$ cat src/rtl/alu_collect_pkg.sv
// Shared types and command codes for the ALU operand collector, its ALU and its bench.
// needs_both() decides whether a command waits for both operands before issue.
package alu_collect_pkg;

    typedef enum logic [1:0] {
        IDLE   = 2'd0,
        WAIT_A = 2'd1,
        WAIT_B = 2'd2,
        ISSUE  = 2'd3
    } state_t;

    localparam logic [1:0] IV_NONE = 2'b00;
    localparam logic [1:0] IV_A    = 2'b01;
    localparam logic [1:0] IV_B    = 2'b10;
    localparam logic [1:0] IV_AB   = 2'b11;

    // Arithmetic (mode=1) command range boundaries
    localparam int CMD_ADD     = 0;
    localparam int CMD_SUB_CIN = 3;
    localparam int CMD_CMP     = 8;
    localparam int CMD_MUL_SHL = 10;

    // Logic (mode=0) command range boundaries
    localparam int CMD_AND  = 0;
    localparam int CMD_XNOR = 5;
    localparam int CMD_ROL  = 12;
    localparam int CMD_ROR  = 13;

    function automatic logic needs_both(input logic mode, input int cmd);
        if (mode)
            return (cmd inside {[CMD_ADD:CMD_SUB_CIN], [CMD_CMP:CMD_MUL_SHL]});
        else
            return (cmd inside {[CMD_AND:CMD_XNOR], CMD_ROL, CMD_ROR});
    endfunction

endpackage

$ cat src/rtl/alu_collect_timer.sv
// Wait-state age counter: expire is high during the last waiting cycle (count TIMEOUT-1).
// Only instantiated when ALU_COLLECT_TIMEOUT_EN is defined.
module alu_collect_timer #(
    parameter int TIMEOUT = 16
) (
    input  logic clk,
    input  logic rst,
    input  logic clear,
    input  logic enable,
    output logic expire
);

    localparam int TW = $clog2(TIMEOUT + 1);

    logic [TW-1:0] count;

    always_ff @(posedge clk) begin
        if (rst || clear)
            count <= '0;
        else if (enable)
            count <= count + TW'(1);
    end

    assign expire = enable && (count == TW'(TIMEOUT - 1));

endmodule

$ cat src/rtl/alu_operand_collector.sv
// Collects opa/opb beats into one registered ALU command; partial commands may time out.
// Optional timeout behaviour is enabled by defining ALU_COLLECT_TIMEOUT_EN.
module alu_operand_collector
    import alu_collect_pkg::*;
#(
    parameter int DW      = 8,
    parameter int CW      = 4,
    parameter int TIMEOUT = 16
) (
    input  logic          clk,
    input  logic          rst,
    input  logic          ce,
    output logic          in_ready,
    input  logic [1:0]    inp_valid,
    input  logic          mode,
    input  logic [CW-1:0] cmd,
    input  logic          cin,
    input  logic [DW-1:0] opa,
    input  logic [DW-1:0] opb,
    output logic          out_valid,
    input  logic          out_ready,
    output logic [1:0]    alu_inp_valid,
    output logic          alu_mode,
    output logic [CW-1:0] alu_cmd,
    output logic          alu_cin,
    output logic [DW-1:0] alu_opa,
    output logic [DW-1:0] alu_opb,
    output logic          timeout_err,
    output logic [1:0]    dbg_state
);

    // Handshakes: an input beat transfers when ce && in_ready; a command transfers
    // when out_valid && out_ready, and the alu_* outputs hold steady until then.
    state_t     state, state_next;
    logic       accept, both, expire, timed_out;
    logic       ld_fields, ld_a, ld_b;
    logic [1:0] iv_next;

    assign accept    = ce && in_ready;
    assign both      = needs_both(mode, int'(cmd));
    assign in_ready  = (state != ISSUE);
    assign out_valid = (state == ISSUE);
    assign dbg_state = state;

    always_ff @(posedge clk) begin
        if (rst)
            state <= IDLE;
        else
            state <= state_next;
    end

    always_comb begin
        state_next = state;
        ld_fields  = 1'b0;
        ld_a       = 1'b0;
        ld_b       = 1'b0;
        iv_next    = alu_inp_valid;
        timed_out  = 1'b0;
        case (state)
            IDLE: if (accept) begin
                ld_fields = 1'b1;
                if (both && inp_valid == IV_A) begin
                    ld_a = 1'b1; iv_next = IV_A; state_next = WAIT_B;
                end else if (both && inp_valid == IV_B) begin
                    ld_b = 1'b1; iv_next = IV_B; state_next = WAIT_A;
                end else begin
                    ld_a = 1'b1; ld_b = 1'b1; iv_next = inp_valid; state_next = ISSUE;
                end
            end
            // A completing beat takes priority over an expiring timer
            WAIT_B: begin
                if (accept && inp_valid == IV_B) begin
                    ld_b = 1'b1; iv_next = IV_AB; state_next = ISSUE;
                end else if (accept && inp_valid == IV_AB) begin
                    ld_fields = 1'b1; ld_a = 1'b1; ld_b = 1'b1;
                    iv_next = IV_AB; state_next = ISSUE;
                end else if (accept && inp_valid == IV_A) begin
                    ld_fields = 1'b1; ld_a = 1'b1;
                end else if (expire) begin
                    timed_out = 1'b1; state_next = ISSUE;
                end
            end
            WAIT_A: begin
                if (accept && inp_valid == IV_A) begin
                    ld_a = 1'b1; iv_next = IV_AB; state_next = ISSUE;
                end else if (accept && inp_valid == IV_AB) begin
                    ld_fields = 1'b1; ld_a = 1'b1; ld_b = 1'b1;
                    iv_next = IV_AB; state_next = ISSUE;
                end else if (accept && inp_valid == IV_B) begin
                    ld_fields = 1'b1; ld_b = 1'b1;
                end else if (expire) begin
                    timed_out = 1'b1; state_next = ISSUE;
                end
            end
            ISSUE: if (out_ready) state_next = IDLE;
            default: state_next = IDLE;
        endcase
    end

    always_ff @(posedge clk) begin
        if (rst) begin
            alu_inp_valid <= IV_NONE;
            alu_mode      <= 1'b0;
            alu_cmd       <= '0;
            alu_cin       <= 1'b0;
            alu_opa       <= '0;
            alu_opb       <= '0;
            timeout_err   <= 1'b0;
        end else begin
            alu_inp_valid <= iv_next;
            timeout_err   <= timed_out;
            if (ld_fields) begin
                alu_mode <= mode;
                alu_cmd  <= cmd;
                alu_cin  <= cin;
            end
            if (ld_a) alu_opa <= opa;
            if (ld_b) alu_opb <= opb;
        end
    end

`ifdef ALU_COLLECT_TIMEOUT_EN
    logic in_wait, restart;

    // Re-sending the held operand refreshes the pending command and its age
    assign in_wait = (state == WAIT_A) || (state == WAIT_B);
    assign restart = accept && (((state == WAIT_B) && (inp_valid == IV_A)) ||
                                ((state == WAIT_A) && (inp_valid == IV_B)));

    alu_collect_timer #(.TIMEOUT(TIMEOUT)) u_timer (
        .clk    (clk),
        .rst    (rst),
        .clear  (!in_wait || restart),
        .enable (in_wait),
        .expire (expire)
    );
`else
    assign expire = 1'b0;
`endif

endmodule

$ cat config.mk
export PLATFORM = sky130hd
export DESIGN_NAME = alu_operand_collector
export DESIGN_NICKNAME = d
export VERILOG_FILES = /design/src/rtl/alu_collect_pkg.sv /design/src/rtl/alu_collect_timer.sv /design/src/rtl/alu_operand_collector.sv
export SDC_FILE = /design/constraint.sdc
export NUM_CORES = 1
export LEC_CHECK = 0
export ABC_AREA = 1
export CORE_AREA = 5 5 65 67
export DETAILED_ROUTE_END_ITERATION = 7
export DIE_AREA = 0 0 70 72
export GPL_ROUTABILITY_DRIVEN = 0
export PLACE_DENSITY = 0.84
export SYNTH_ARGS = -nofsm -noshare
export SYNTH_HDL_FRONTEND = slang
export SYNTH_SLANG_ARGS = --single-unit
$ cat constraint.sdc
create_clock -name clk -period 1.95 [get_ports clk]
set_clock_uncertainty 0.05 [all_clocks]
set_input_delay 0.39 -clock clk [delete_from_list [all_inputs] [get_ports clk]]
set_output_delay 0.39 -clock clk [all_outputs]
set_load 0.02 [all_outputs]
# Word level (Yosys, flattened, before mapping)
# Cells that the tools add are included.
# word_totals
register_bits	26
latchBits	0
ramBits	0
romBits	0
in_bits	28
elab_cells	72
mem_count	0
# op_classes
n_addsub	0
n_mul	0
div	0
n_lt_le_gt_ge	5
n_eq_ne	11
shift	0
muxes	34
bitwise	0
n_reduce_logical	15
# ops
cell	count
2-bit 2-to-1 mux	13
1-bit 2-to-1 mux	16
1-bit logical AND	9
1-bit case mux with 3 select lines	3
2-bit equality test (second input constant)	4
4-bit equality test (second input constant)	2
2-bit case mux with 4 select lines	1
2-bit case mux with 3 select lines	1
3-bit nonzero test	2
2-bit by 1-bit equality test with 1-bit output (second input constant)	2
4-bit by 1-bit greater-or-equal comparator with 1-bit output (second input constant)	1
4-bit greater-or-equal comparator (second input constant)	1
4-bit by 2-bit <= comparator with 1-bit output (second input constant)	1
4-bit by 3-bit <= comparator with 1-bit output (second input constant)	1
4-bit <= comparator (second input constant)	1
2-bit != test (second input constant)	2
2-bit AND reduction	2
2-bit zero test	1
2-bit by 1-bit != test with 1-bit output (second input constant)	1
2-bit nonzero test	1

# Logic depth before layout (Yosys ltp)
# Gate-level depths: netlist of the first run.
# depth
ltp_word	9
mapped_depth	9
depth_no_buf	9

# Worst setup path before layout of the first run
# OpenSTA, ideal clock, no wires.
# synth_path
path_type	register to register
startpoint	register state[1] (netlist: dbg_state[1])
endpoint	register alu_opb[0]
setup_ns	0.115
arrival_time_ns	1.676
required_time_ns	1.785
slack_ns	0.109
stages_incl_launch_ff	10
path_buffers	1
period_less_slack_ns	1.841
cell_sequence	dfxtp_1 -> ha_1 -> inv_2 -> nand2_4 -> nor2_4 -> o21ai_2 -> buf_6 -> nand3_2 -> nand2_1 -> nor2_1
# synth_between
elab_chain_cells	7
word_cells_on_any_way	15
classes_between	eq/ne: 3; mux: 7; reduce/logical: 5
# synth_rtl
element	line_no	source
start, declared	alu_operand_collector.sv:34	state_t state, state_next;
start signal, assigned	alu_operand_collector.sv:49	state <= state_next;
2-bit != test (*)	alu_operand_collector.sv:41	assign in_ready = (state != ISSUE);
net in_ready	alu_operand_collector.sv:13	output logic in_ready,
1-bit logical AND (*)	alu_operand_collector.sv:39	assign accept = ce && in_ready;
1-bit logical AND	alu_operand_collector.sv:72, alu_operand_collector.sv:89	
1-bit 2-to-1 mux	alu_operand_collector.sv:89	end else if (accept && inp_valid == IV_B) begin
1-bit 2-to-1 mux	alu_operand_collector.sv:86	end else if (accept && inp_valid == IV_AB) begin
1-bit 2-to-1 mux	alu_operand_collector.sv:84	if (accept && inp_valid == IV_A) begin
1-bit case mux with 3 select lines (*)	alu_operand_collector.sv:59	case (state)
end signal, assigned	alu_operand_collector.sv:118	if (ld_b) alu_opb <= opb;
end, declared	alu_operand_collector.sv:27	output logic [DW-1:0] alu_opb,
# The timed path passes the listed nets; every way through them passes the cells marked *.
# A chain may end at the register's enable or synchronous reset.

# Worst setup path in the final report of the first run
# layout_path
startpoint	register state[1] (netlist: dbg_state[1])
endpoint	output in_ready
# layout_between
elab_chain_cells	1
# layout_rtl
element	line_no
2-bit != test	alu_operand_collector.sv:41
end, declared	alu_operand_collector.sv:13
# Every way passes these cells.

==> results.yml, run 1 <==
power:
  total_switching_power_uw: 1279
  seq_power_share_pct: 27.6
  p_leak_uw: 0.0009216
  total_power_uw: 2999
  p_int_uw: 1720
  vdd_ir_drop_max_mv: 0.6461
  switching_share_pct: 42.64
  share_clk_of_total_power_pct: 12.5
  power_per_cell_area_mw_per_mm2: 1395
  share_comb_of_total_power_pct: 59.9
yosys:
  synth_seq_cells: 26
  synth.most_common_cell: "sky130_fd_sc_hd__nand2_1"
  yosys.area.top_type: "sky130_fd_sc_hd__dfxtp_1"
  dominantRegCellSynth: "sky130_fd_sc_hd__dfxtp_1"
  synth.cell_area_mm2: 0.001486
  number_of_distinct_library_cells_after_synthesis: 29
  syn-instance-count: 196
  mappedNetlistNets: 228
  post_synth_edffs: 0
  postSynthAreaPerCell_um2: 7.584
  netlist_top_cells_area: "sky130_fd_sc_hd__dfxtp_1, sky130_fd_sc_hd__nand2_1, sky130_fd_sc_hd__a21oi_1"
  synthDominantCellAreaShare_pct: 35.02
  synth.yosys.warnings: 0
  sequential_to_total_area_share_from_yosys_stat_pct: 35.02
  synthArstFlopShare_pct: 0
  synth.top_cells.by_count: "sky130_fd_sc_hd__nand2_1, sky130_fd_sc_hd__dfxtp_1, sky130_fd_sc_hd__inv_1"
routing:
  postRouteAntennaNets: 0
  post_drt_via_cell_ratio: 4.803
  drt_iter0_markers: 87
  vias: 1465
  drt-total-wl_um: 3406
  post-route-drc-count: 0
  route.detailed.wl_per_inst_um: 11.17
  drt_first_pass_iters: 4
floorplanning:
  starting_density_of_the_core_pct: 41.54
  core_region_area_mm2: 0.003578
  rows: 22
  chipHeight_um: 72
  die_w_um: 70
  io_pins: 57
  fp.dieArea_mm2: 0.005040
flow_run:
  max_cap_violations: 0
worst_setup_path:
  r2r_setup_slack_ns: 0.23
  timing.critical_path.to_type: "primary output"
  standard_cell_with_the_maximum_stage_delay_on_the_critical_path: "sky130_fd_sc_hd__dfxtp_1"
  critical-path-top-delay-family: "flip-flops"
  critical_path_arrival_ns: 1.42
  timing_worst_setup_path_type: "reg -> out"
  path_buf_inv: 2
  largest_incremental_delay_on_the_critical_path_ns: 0.46
  critical_path_peak_fanout: 6
  crit_path_start_kind: "flop"
  cp.required_ns: 1.51
  cp_cell_sequence: "ha_1 > inv_2 > dlygate4sd2_1"
final_layout:
  final-seq-area_um2: 521.8
  final_net_count: 290
  relative_area_change_from_synthesis_to_final_layout_pct: 44.61
  post_route_cells_drive_above_1_share_pct: 15.56
  n_antenna_cell: 0
  final_cells: 305
  final_core_util_pct: 60.07
  fillers: 343
  multi_input_comb_area_um2: 790.8
  final_cell_area_mm2: 0.002150
timing:
  max_freq_mhz: 536.6
  hold_viol: 0
  finalHoldWorstSlack_ns: 0.4466
  setup_viol: 0
  fin_crit_sh_pct: 95.56
  grt_setup_unrepaired: "no"
  max_slew_margin_pct: 64.96
  finalCriticalPeriod_ns: 1.863
  timing_max_transition_violations_final: 0
  worst_slew_pin_slew_ns: 0.5237
clocking:
  clk_root_buffer_cell: "sky130_fd_sc_hd__clkbuf_4"
  cts_buffer_count: 3
  clock-sinks: 26
  path_clk_slew_ns: 0.15
  tritoncts: "yes"
  post_cts.repair.setup_buffers: 0
  worstSkewPairLatency_ns: 0.32
  htree_levels: 1
  max-clock-path-buffers: 2
global_route:
  first_global_vias: 1428
  grt_first_pass_wirelength_um: 6009
  pin_count_of_the_biggest_net_entering_global_routing: 17
  initial_antenna_violation_count: 0
  globalRouteOverflowTotal: 0
  gr-usage-all-layers_pct: 13.86
worst_hold_path:
  holdCritPathClass: "reg -> reg"
placement:
  post-dp-hpwl_um: 2652
  port_buffers: 55
  place_inst: 301
  placed_cell_area_mm2: 0.002091
status:
  status: "completed"
[layout by cell type (no fill, tap or decap)]
master | Yosys | layout
sky130_fd_sc_hd__nor2_2 | 2 | 2
sky130_fd_sc_hd__nand2_1 | 30 | 30
sky130_fd_sc_hd__nor2_4 | 3 | 3
sky130_fd_sc_hd__o21ai_0 | 3 | 3
sky130_fd_sc_hd__nor3b_1 | 1 | 1
sky130_fd_sc_hd__clkinv_1 | 1 | 1
sky130_fd_sc_hd__o21ai_4 | 1 | 2
sky130_fd_sc_hd__a21oi_2 | 6 | 6
sky130_fd_sc_hd__nand2_4 | 2 | 2
sky130_fd_sc_hd__inv_2 | 2 | 2
sky130_fd_sc_hd__a21oi_1 | 20 | 20
sky130_fd_sc_hd__dlygate4sd2_1 | 0 | 2
sky130_fd_sc_hd__nand3_1 | 17 | 17
sky130_fd_sc_hd__buf_4 | 1 | 10
sky130_fd_sc_hd__nand3b_4 | 1 | 1
sky130_fd_sc_hd__inv_1 | 24 | 24
sky130_fd_sc_hd__bufinv_16 | 0 | 1
sky130_fd_sc_hd__o2111ai_1 | 6 | 6
sky130_fd_sc_hd__clkdlybuf4s50_1 | 0 | 53
sky130_fd_sc_hd__nor2_1 | 22 | 22
sky130_fd_sc_hd__o21ai_1 | 1 | 1
sky130_fd_sc_hd__clkbuf_4 | 0 | 3
sky130_fd_sc_hd__conb_1 | 1 | 1
sky130_fd_sc_hd__ha_1 | 4 | 4
sky130_fd_sc_hd__dfxtp_1 | 26 | 25
sky130_fd_sc_hd__nand4_1 | 6 | 6
sky130_fd_sc_hd__dfxtp_2 | 0 | 1
sky130_fd_sc_hd__nand2_2 | 3 | 3
sky130_fd_sc_hd__nand3_2 | 4 | 4
sky130_fd_sc_hd__o22ai_1 | 1 | 1
[power groups by stage]
stage	sequential (µW)	clock (µW)	combinational (µW)
3_5_place_dp	840	0	1810
2_1_floorplan	1050	0	1020
5_1_grt	850	401	2010
3_3_place_gp	839	0	1770
4_1_cts	831	384	1800
6_report	827	375	1800
[flip-flops by register name, indices dropped and copies added (netlist names)]
register	cells
alu_opa	8
alu_opb	8
alu_cmd	4
alu_inp_valid	2
dbg_state	2
alu_cin	1
alu_mode	1
[worst paths after layout]
kind / startpoint / endpoint / cells past startpoint
max: dbg_state[1]$_SDFFE_PP0P_ / in_ready / 3
min: alu_inp_valid[0]$_SDFFE_PP0P_ / alu_inp_valid[0]$_SDFFE_PP0P_ / 2
max reg2reg: dbg_state[1]$_SDFFE_PP0P_ / alu_opb[4]$_SDFFE_PP0P_ / 8
min reg2reg: alu_inp_valid[0]$_SDFFE_PP0P_ / alu_inp_valid[0]$_SDFFE_PP0P_ / 2
[layout make-up]
type / instances / share of cell area, %
sequential: 26 / 24.27
tap: 48 / 2.794
inverter: 27 / 4.715
clock buffer: 3 / 1.048
timing repair buffer: 65 / 28.99
clock inverter: 1 / 1.397
multi-input combinational: 135 / 36.79
[worst min-delay path: cells and delay by family (launching register included)]
family	cells	cell delay, ns
flops	1	0.36
compound gates	1	0.04
simple gates	1	0.07
[timing repair]
action | CTS | global route
resized for setup | 3 | 1
setup endpoints to repair | 2 | 6
hold buffers | 0 | 0
endpoints found under the hold margin | 0 | 0
[metal layers]
layer	vias up	share of wire (%)	track usage, %	wire length (µm)
li1	770	-	-	-
met1	653	44	16.33	1500
met2	38	50	26.02	1698
met3	4	5.2	2.493	178
met4	0	0.85	3.404	29
met5	-	0	0	0
[kinds of logic (layout without fill, tap and decap cells)]
kind of cell	after synthesis	count (layout)	share of synthesized area, %
simple gates	91	91	31.82
other cells	1	1	0.2523
buf+inv	35	96	12.29
flops	26	26	35.02
fa+ha+maj	4	4	3.367
compound gates	39	39	17.26
[metrics by stage]
step                setup TNS [ns]  setup WS, ns
floorplan                        0        0.1089
global placement                 0       0.04493
detailed placement         -0.1391      -0.02386
CTS                              0       0.07755
global route                     0       0.01239
finish                           0       0.08654
No activity file was read; power rests on OpenSTA's default activity.
==> run 2, diff against run 1 <==
--- a/config.mk
+++ b/config.mk
@@ -6,11 +6,13 @@
 export NUM_CORES = 1
 export LEC_CHECK = 0
 export ABC_AREA = 1
-export CORE_AREA = 5 5 65 67
+export CELL_PAD_IN_SITES_DETAIL_PLACEMENT = 1
+export CELL_PAD_IN_SITES_GLOBAL_PLACEMENT = 1
+export CORE_AREA = 5 5 77 79
 export DETAILED_ROUTE_END_ITERATION = 7
-export DIE_AREA = 0 0 70 72
+export DIE_AREA = 0 0 82 84
 export GPL_ROUTABILITY_DRIVEN = 0
-export PLACE_DENSITY = 0.84
+export PLACE_DENSITY = 0.83
 export SYNTH_ARGS = -nofsm -noshare
 export SYNTH_HDL_FRONTEND = slang
 export SYNTH_SLANG_ARGS = --single-unit
==> results.yml, run 2 (synthesis gave the netlist of run 1 again) <==
placement:
  dpl_worst_slack_ns: 0.02086
  post-dp-hpwl_um: 3299
  port_buffers: 55
global_route:
  first_global_vias: 1582
  globalRouteOverflowTotal: 0
  pin_count_of_the_biggest_net_entering_global_routing: 17
  initial_antenna_violation_count: 0
  groute.layer.met3.usage_pct: 2.484
  gr-usage-all-layers_pct: 13.16
  grt_util_met2_pct: 21.82
  grt_first_pass_wirelength_um: 7272
  grt_use_met1_pct: 17.20
  top_usage_layer: "met2"
final_layout:
  final-seq-area_um2: 520.5
  multi_input_comb_area_um2: 790.8
  post_route_cells_drive_above_1_share_pct: 15.83
  layout.cells.most_common: "sky130_fd_sc_hd__clkdlybuf4s50_1"
  relative_area_change_from_synthesis_to_final_layout_pct: 49.66
  reg_top3: "alu_opa: 8 flops, alu_opb: 8 flops, alu_cmd: 4 flops"
  fillers: 654
  final_core_util_pct: 42.21
  n_antenna_cell: 0
  most-common-layout-cells: "sky130_fd_sc_hd__clkdlybuf4s50_1, sky130_fd_sc_hd__nand2_1, sky130_fd_sc_hd__dfxtp_1"
  final_net_count: 292
clocking:
  tritoncts: "yes"
  clk_root_buffer_cell: "sky130_fd_sc_hd__clkbuf_8"
  worstSkewPairLatency_ns: 0.27
  clock-sinks: 26
  max-clock-path-buffers: 2
  htree_levels: 1
  path_clk_slew_ns: 0.10
  cts_buffer_count: 3
worst_setup_path:
  crit_path_start_kind: "flop"
  critical_path_peak_fanout: 4
  cp.required_ns: 1.51
  timing_worst_setup_path_type: "reg -> out"
  timing.critical_path.to_type: "primary output"
  critical_path_arrival_ns: 1.45
  r2r_setup_slack_ns: 0.19
floorplanning:
  io_pins: 57
  core_region_area_mm2: 0.005270
  starting_density_of_the_core_pct: 28.21
  rows: 27
  chipHeight_um: 84
  fp.dieArea_mm2: 0.006888
  die_w_um: 82
routing:
  drt-total-wl_um: 4256
  post_drt_via_cell_ratio: 4.523
  vias: 1497
  postRouteAntennaNets: 0
  drt_first_pass_iters: 3
  route.detailed.wl_per_inst_um: 12.86
  drt_iter0_markers: 31
  post-route-drc-count: 0
worst_hold_path:
  holdCritPathClass: "reg -> reg"
power:
  p_leak_uw: 0.0009439
  total_switching_power_uw: 1369
  seq_power_share_pct: 25.9
  share_comb_of_total_power_pct: 59.6
  power_per_cell_area_mw_per_mm2: 1438
  vdd_ir_drop_max_mv: 0.5213
  p_int_uw: 1831
  share_clk_of_total_power_pct: 14.5
  switching_share_pct: 42.77
timing:
  worst_slack_ns: 0.05726
  grt_setup_unrepaired: "no"
  fin_crit_sh_pct: 97.06
  hold_viol: 0
  max_freq_mhz: 528.3
  timing_max_transition_violations_final: 0
  max_slew_margin_pct: 62.36
  final.setup.tns_ns: 0
  setup_viol: 0
  worst_slew_pin_slew_ns: 0.5625
  finalCriticalPeriod_ns: 1.893
status:
  status: "completed"
flow_run:
  max_cap_violations: 0
-- run 2: changes by cell type in the layout (fill, tap and decap cells not counted) --
cell,previous run,this run
sky130_fd_sc_hd__buf_12,0,1
sky130_fd_sc_hd__buf_4,10,11
sky130_fd_sc_hd__clkbuf_4,3,0
sky130_fd_sc_hd__clkbuf_8,0,3
sky130_fd_sc_hd__dfxtp_1,25,26
sky130_fd_sc_hd__dfxtp_2,1,0
-- run 2: layout make-up --
type                       instances  area share (%)
clock buffer                       3           1.856
clock inverter                     1           1.350
inverter                          27           4.556
timing repair buffer              67           29.25
tap                               72           4.050
sequential                        26           23.40
multi-input combinational        135           35.55
-- run 2: final timing paths --
check,startpoint,to,depth (start not counted)
min,alu_inp_valid[0]$_SDFFE_PP0P_,alu_inp_valid[0]$_SDFFE_PP0P_,2
max reg2reg,dbg_state[0]$_SDFFE_PP0P_,alu_opa[1]$_SDFFE_PP0P_,7
min reg2reg,alu_inp_valid[0]$_SDFFE_PP0P_,alu_inp_valid[0]$_SDFFE_PP0P_,2
max,dbg_state[0]$_SDFFE_PP0P_,dbg_state[0],2
-- run 2: power groups by stage --
stage / registers, µW / clock network [µW] / logic, µW
2_1_floorplan: 1050 / 0 / 1020
3_3_place_gp: 837 / 0 / 1860
3_5_place_dp: 842 / 0 / 1920
4_1_cts: 833 / 485 / 1920
5_1_grt: 859 / 500 / 2120
6_report: 827 / 465 / 1910
-- run 2: what timing repair did --
item / CTS / global route
hold buffers: 0 / 0
gates resized for setup: 2 / 1
pin swaps: 0 / 0
endpoints found under the setup margin: 2 / 8
setup buffers: 0 / 0
-- run 2: critical path, stage by stage (launching register included) --
cell	delay, ns
sky130_fd_sc_hd__dfxtp_1	0.43
sky130_fd_sc_hd__buf_4	0.16
sky130_fd_sc_hd__clkdlybuf4s50_1	0.59
-- run 2: metal layers --
metal,up-vias,part of all wire [%]
met5,-,0
met4,0,0.35
met3,2,4.5
met2,28,49
met1,697,47
li1,770,-
-- run 2: through the flow --
stage          area (µm²)  cells  total power, µW  hold WS, ns
4_1_cts              2217    331             3240       0.4473
2_1_floorplan        1486    196             2070       0.4638
3_3_place_gp         2148    327             2698       0.4183
5_1_grt              2225    331             3474       0.4899
3_5_place_dp         2148    327             2760       0.4178
6_report             2225    331             3200       0.4425
